==> src/rtl/vga_mapa_render.sv <==
`timescale 1ns/1ps
// 640x480@60 raster generator that draws one player's 8x8 naval board from
// frame-latched shadow copies of the fleet occupancy vectors.
module vga_mapa_render #(
    parameter int unsigned CELULA = 32,
    parameter int unsigned X0     = 192,
    parameter int unsigned Y0     = 112
) (
    input  logic         clk,
    input  logic         resetGeral,
    input  logic         exibeMapa,
    input  logic         jogadorVGA,
    input  logic [703:0] embarcacoes,
    output logic         hsync,
    output logic         vsync,
    output logic [11:0]  rgb,
    output logic         visivel,
    output logic         fim_quadro
);

    localparam int unsigned CW    = 10;
    localparam int unsigned BW    = 11;
    localparam int unsigned NSLOT = 11;
    localparam int unsigned LOG2C = $clog2(CELULA);

    localparam logic [CW-1:0] H_LAST   = CW'(799);
    localparam logic [CW-1:0] V_LAST   = CW'(524);
    localparam logic [CW-1:0] H_ACT    = CW'(640);
    localparam logic [CW-1:0] V_ACT    = CW'(480);
    localparam logic [CW-1:0] HS_BEG   = CW'(656);
    localparam logic [CW-1:0] HS_END   = CW'(751);
    localparam logic [CW-1:0] VS_BEG   = CW'(490);
    localparam logic [CW-1:0] VS_END   = CW'(491);
    localparam logic [CW-1:0] BAR_ROWS = CW'(16);

    localparam logic [BW-1:0] BX0  = BW'(X0);
    localparam logic [BW-1:0] BX1  = BW'(X0 + 8 * CELULA);
    localparam logic [BW-1:0] BY0  = BW'(Y0);
    localparam logic [BW-1:0] BY1  = BW'(Y0 + 8 * CELULA);
    localparam logic [BW-1:0] MASK = BW'(CELULA - 1);

    localparam logic [11:0] C_BLACK = 12'h000;
    localparam logic [11:0] C_GRID  = 12'hFFF;
    localparam logic [11:0] C_WATER = 12'h00F;
    localparam logic [11:0] C_SUB   = 12'hFF0;
    localparam logic [11:0] C_CRU   = 12'hF80;
    localparam logic [11:0] C_SEA   = 12'h0F0;
    localparam logic [11:0] C_BAT   = 12'hF00;
    localparam logic [11:0] C_CAR   = 12'hF0F;
    localparam logic [11:0] C_J0    = 12'h0FF;
    localparam logic [11:0] C_J1    = 12'hF0F;

    // Cell coordinates come from shifts and masks, so the cell size must be 2^n.
    if ((CELULA == 0) || ((CELULA & (CELULA - 1)) != 0)) begin : g_celula_check
        $error("CELULA must be a power of two");
    end

    logic [CW-1:0]  h;
    logic [CW-1:0]  v;
    logic [703:0]   sh_emb;
    logic           sh_exibe;
    logic           sh_jog;
    logic           fim_c;

    assign fim_c = (h == H_LAST) && (v == V_LAST);

    // Raster counters
    always_ff @(posedge clk) begin
        if (resetGeral) begin
            h <= '0;
            v <= '0;
        end else if (h == H_LAST) begin
            h <= '0;
            v <= (v == V_LAST) ? '0 : CW'(v + CW'(1));
        end else begin
            h <= CW'(h + CW'(1));
        end
    end

    // Frame-boundary shadow copies keep each frame internally consistent
    always_ff @(posedge clk) begin
        if (resetGeral) begin
            sh_emb   <= '0;
            sh_exibe <= 1'b0;
            sh_jog   <= 1'b0;
        end else if (fim_c) begin
            sh_emb   <= embarcacoes;
            sh_exibe <= exibeMapa;
            sh_jog   <= jogadorVGA;
        end
    end

    logic [BW-1:0] hx;
    logic [BW-1:0] vx;
    logic [BW-1:0] dx;
    logic [BW-1:0] dy;
    logic          in_board;
    logic          on_grid;
    logic [2:0]    col;
    logic [2:0]    lin;
    logic [5:0]    idx;
    logic [NSLOT-1:0] occ;

    always_comb begin
        hx       = {1'b0, h};
        vx       = {1'b0, v};
        dx       = BW'(hx - BX0);
        dy       = BW'(vx - BY0);
        in_board = (hx >= BX0) && (hx < BX1) && (vx >= BY0) && (vx < BY1);
        on_grid  = ((dx & MASK) == '0) || ((dy & MASK) == '0);
        col      = 3'(dx >> LOG2C);
        lin      = 3'(dy >> LOG2C);
        idx      = {lin, col};
    end

    for (genvar k = 0; k < NSLOT; k++) begin : g_occ
        logic [63:0] slot_word;
        assign slot_word = sh_emb[64*k +: 64];
        assign occ[k]    = slot_word[idx];
    end

    logic       active;
    logic [11:0] pix;

    // Slot classes are contiguous in ascending index, so class order is index priority
    always_comb begin
        active = (h < H_ACT) && (v < V_ACT);
        pix    = C_BLACK;
        if (active && sh_exibe) begin
            if (v < BAR_ROWS) begin
                pix = sh_jog ? C_J1 : C_J0;
            end else if (in_board) begin
                if (on_grid)            pix = C_GRID;
                else if (|occ[4:0])     pix = C_SUB;
                else if (|occ[6:5])     pix = C_CRU;
                else if (|occ[8:7])     pix = C_SEA;
                else if (occ[9])        pix = C_BAT;
                else if (occ[10])       pix = C_CAR;
                else                    pix = C_WATER;
            end
        end
    end

    // All outputs describe the counter state of the previous cycle
    always_ff @(posedge clk) begin
        if (resetGeral) begin
            hsync      <= 1'b1;
            vsync      <= 1'b1;
            rgb        <= C_BLACK;
            visivel    <= 1'b0;
            fim_quadro <= 1'b0;
        end else begin
            hsync      <= !((h >= HS_BEG) && (h <= HS_END));
            vsync      <= !((v >= VS_BEG) && (v <= VS_END));
            rgb        <= pix;
            visivel    <= active;
            fim_quadro <= fim_c;
        end
    end

endmodule

==> config.mk <==
export PLATFORM = sky130hd
export DESIGN_NAME = vga_mapa_render
export DESIGN_NICKNAME = d
export VERILOG_FILES = /design/src/rtl/vga_mapa_render.sv
export SDC_FILE = /design/constraint.sdc
export NUM_CORES = 1
export LEC_CHECK = 0
export BUFFER_PORTS_ARGS = -buffer_cell sky130_fd_sc_hd__buf_2
export CAP_MARGIN = 20
export CORE_MARGIN = 5
export CORE_UTILIZATION = 30
export CTS_BUF_LIST = sky130_fd_sc_hd__clkbuf_4
export CTS_CLUSTER_DIAMETER = 30
export DETAILED_ROUTE_END_ITERATION = 16
export GPL_ROUTABILITY_DRIVEN = 0
export PLACE_DENSITY_LB_ADDON = 0.05
export SLEW_MARGIN = 30
export SYNTH_ARGS = -nofsm -noshare
export SYNTH_HDL_FRONTEND = slang
export SYNTH_SLANG_ARGS = --single-unit
==> constraint.sdc <==
create_clock -name clk -period 4.5 [get_ports clk]
set_clock_uncertainty 0.15 [all_clocks]
set_input_delay 0.675 -clock clk [delete_from_list [all_inputs] [get_ports clk]]
set_output_delay 0.675 -clock clk [all_outputs]
set_load 0.01 [all_outputs]
# == Yosys cells after proc, flatten, opt, wreduce, memory -nomap -nowiden ==
# Index checks and enable logic that the tools add are counted.
# totals
register_bits,742
latchBits,0
ramBits,0
romBits,0
inputBits,708
elab_cells,79
n_memories,0
# classes
addsub,4
multipliers,0
div_mod_pow,0
n_lt_le_gt_ge,12
n_eq_ne,2
shifts,0
mux,32
bitwise_logic,1
reduce_logical,18
# op_table
cell,count
$mux W12,9
$bmux W1 S6,11
$lt A10 B9 Y1 const B,3
$logic_not A11 Y1,2
$add A10 B1 Y10 const B,2
$eq A10 B10 Y1 const B,2
$mux W1,11
$ge A10 B10 Y1 const B,1
$ge A10 B7 Y1 const B,1
$ge A10 B8 Y1 const B,1
$ge A10 B9 Y1 const B,1
$le A10 B10 Y1 const B,1
$le A10 B9 Y1 const B,1
$lt A10 B10 Y1 const B,1
$lt A10 B5 Y1 const B,1
$mux W10,1
$logic_and A1 B1 Y1,8
$reduce_or A2 Y1,4
$sub A8 B7 Y8 const B,1
$sub A8 B8 Y8 const B,1
$lt A6 B7 Y1 const B,1
$reduce_or A5 Y1,1
$logic_not A1 Y1,2
$logic_or A1 B1 Y1,1
$not A1 Y1,1

# == Logic depth before layout (Yosys ltp) ==
# logic_depth
depth_word,11
mapped_depth,16

# == Worst setup path before layout ==
# OpenSTA, ideal clock, no wires.
# synth_path
path_type,flip-flop to flip-flop
start,reg h[6]
end,reg rgb[7]
t_arrival_ns,3.022
setup_slack_ns,1.203
stages_incl_launch_ff,11
path_buffers,2
cell_sequence,dfxtp_1 -> buf_2 -> inv_2 -> clkbuf_1 -> ha_1 -> inv_1 -> mux4_2 -> a2111oi_2 -> o221ai_1 -> a32o_1 -> o41a_1
# synth_via
elab_chain_len,10
elab_cells_between_ends,41
classes_between,add/sub: 1; order compare: 3; mux: 27; bitwise: 1; reduce/logical: 9
# synth_lines
item,line_no,rtl
"start, declared",58,logic [CW-1:0] h;
"start signal, assigned",76,h <= CW'(h + CW'(1));
$sub A8 B8 Y8,107,dx = BW'(hx - BX0);
$bmux W1 S6,119,assign occ[k] = slot_word[idx];
$mux W1 (not written as such),119,
$mux W12 or $reduce_or A2 Y1 (tied branches),"137, 136",
$mux W12,136,else if (|occ[8:7]) pix = C_SEA;
$mux W12,135,else if (|occ[6:5]) pix = C_CRU;
$mux W12,134,else if (|occ[4:0]) pix = C_SUB;
$mux W12,133,if (on_grid) pix = C_GRID;
$mux W12,132,end else if (in_board) begin
$mux W12,130,if (v < BAR_ROWS) begin
"end signal, assigned",155,rgb <= pix;
"end, declared",16,"output logic [11:0] rgb,"
# Parallel ways exist; a longest one is shown, timed or not. The select of a mux whose other input is x is not followed.
# A chain may end at the register's enable or synchronous reset.

# == Worst setup path after layout ==
# layout_path
start,reg h[0]
end,reg sh_emb[400]
# layout_via
elab_chain_len,2
# layout_lines
item,line_no,rtl
$eq A10 B10 Y1,65,assign fim_c = (h == H_LAST) && (v == V_LAST);
$logic_and A1 B1 Y1,65,
"end signal, assigned",87,sh_emb <= embarcacoes;
"end, declared",60,logic [703:0] sh_emb;
# No other way between the ends.

==> run summary <==
WP data required: 5330 ps
WP data arrival: 4560 ps
H-tree depth: 4
CP Capture Type: register
Slew Limit Headroom: 0.3388
I/O pin count: 724
Post-route ant nets: 0
DP HPWL: 93,330 um
Most frequent cells in the layout: 1,437 x nand2_1, 802 x dlygate4sd3_1, 787 x a21oi_1
FF+latch count, synth: 734
Post-synth cell types: 61
Seq/Total Area, Yosys: 0.4948
Most common cell after layout, fill and taps aside: nand2_1
Max cap viols: 0
Nets: 6,056
Finished Core Util: 0.4597
Syn Std Cell Area: 0.02970 mm^2
Antenna violations before repair: 7
DR DRC count: 0
Fmax achieved: 268.4 MHz
Hold crit path type: in -> reg
Dpl cells: 5,602
Vias in the first global route: 33,660
First drt pass iteration count: 8
Area share of the largest cell type after synthesis: 0.4948
Final Non-Filler Cells: 6,811
Clock buffer depth: 3
Die outline width: 324.6 um
Synthesis warning total: 0
Tcrit/Tclk final: 0.8278
Synth Net Count: 4,564
WL final: 136,500 um
Synth area leaders: dfxtp_1 49%, nand2_1 18%, a21oi_1 13%
Async set-reset flop share out of synthesis: 0
Initial Utilization: 0.3022
Area grow syn2layout: 52.13%
Root Buffer: clkbuf_4
CTS sink count: 734
DIE AREA: 0.1054 mm^2
Post-route setup slack: 774.7 ps
VDD IR max: 0.1992 mV
Final Setup Violations: 0
Worst skew pair latency: 1070 ps
Post-Synthesis Cells: 3,846
First-pass GRT wire length: 203,900 um
Setup CP Type: reg -> reg
Die Ht: 324.6 um
DR vias/cell: 4.802
Core ar.: 0.09828 mm^2
Final Hold Fails: 0
EDFF count, synth: 0
Port Buffers: 723
Max-slew violation count: 0
Share of layout cells above drive strength 1: 0.2186
Crit path max fanout: 133
Gr ovfl total: 0
Leakage power total: 17.19 nW
PD cells: 308.6 mW/mm^2
Crit path time final: 3725 ps
Largest net degree at the start of global routing: 134
Synth area leader: dfxtp_1
Pre-CTS setup slack: 754.7 ps
Setup bufs post-CTS: 0
Worst-margin pin slew: 991.7 ps
Number of DRC markers in iteration 0: 1,870
Total Routing Usage GR: 0.2490
Setup TNS Final: 0 ps
Outcome: completed
Num CTS Buffers: 219
Avg Cell Area, Syn: 7.722 um^2
CTS tree: yes
CP startpoint kind: register
Top FF cell, synth: dfxtp_1
Clock slew at the register clock pins of the worst setup and hold paths: 60 ps
RSZ-0062 raised after global routing: no
Site Rows: 115
Avg WL per Cell: 20.04 um
Via count: 32,710
-- through the flow --
step / instance area, um^2 / total power, mW / hold WS (ps)
detailed placement: 34340 / 7.189 / 294.2
global route: 45170 / 14.60 / 104.4
global placement: 34340 / 7.190 / 290.2
finish: 45180 / 13.94 / 233.8
CTS: 45150 / 14.14 / 61.14
floorplan: 29700 / 6.747 / 275.8
-- layout make-up --
type / count / area (um^2)
multi-input cells: 2795 / 13670
clock inverters: 69 / 327.8
clock buffers: 326 / 2447
fillers: 9985 / 53100
flip-flops and latches: 734 / 14700
repair buffers: 1577 / 12350
inverters: 11 / 41.29
well taps: 1287 / 1610
diodes: 12 / 30.03
-- worst paths after layout --
path,depth (start not counted),end,slack [ps],from
hold reg to reg,2,sh_emb[249],300,sh_emb[249]
setup reg to reg,9,sh_emb[400],770,h[0]
setup / recovery,9,sh_emb[400],770,h[0]
hold / removal,4,sh_emb[222],230,embarcacoes[222]
-- state kept, by name (all words and copies together) (netlist names) --
register    cells
vsync           1
hsync           1
h              10
sh_exibe        1
fim_quadro      1
rgb             4
sh_emb        704
v              10
sh_jog          1
visivel         1
-- cells in the mapped netlist, types with 7 or more instances --
master	number
nand2_1	1438
a21oi_1	787
dfxtp_1	734
clkbuf_1	184
nor2_1	138
nor3_1	119
buf_2	101
mux4_2	50
a211oi_1	27
nor4_1	20
o21ai_0	19
or3_1	15
buf_4	13
a2111oi_0	12
xnor2_1	12
a31oi_1	11
ha_1	10
inv_1	10
o311ai_0	10
nand3_1	9
xor2_1	9
mux2i_1	8
o22ai_1	8
nand4_1	7
nor4b_1	7
o31ai_1	7
-- worst max-delay path, cell delays in order (launching register included) --
cell and delay (ps):
dfxtp_1 370, ha_1 200, nand3_1 190, nor3_2 440, and3_1 300, and4_4 610, buf_12 480, nand2_1 120
a21oi_1 140, dlygate4sd3_1 570
-- per-layer routing --
layer	GRT usage	wire [um]	up-vias
met3	0.04982	6771	299
met5	0	13	-
met4	0.1221	6598	2
li1	-	-	16010
met2	0.4081	63610	1040
met1	0.3140	59470	15360
-- repair_timing --
item | in CTS | in global routing
hold buffers | 802 | 0
gates resized for setup | 0 | 0
hold endpoints to repair | 707 | 0
-- cells by family after synthesis --
kind of cell | synth area share
adder cells (fa/ha/maj) | 0.004213
flip-flops | 0.4948
multiplexers | 0.04289
XOR/XNOR | 0.006194
AO/OA/AOI/OAI | 0.1653
buffers and inverters | 0.04748
AND/OR/NAND/NOR | 0.2391
-- report_power, final --
part	internal [mW]	switching (mW)
registers	6.50	0.00239
clock network	3.36	3.04
logic	0.643	0.398
No activity file was read; power rests on OpenSTA's default activity.
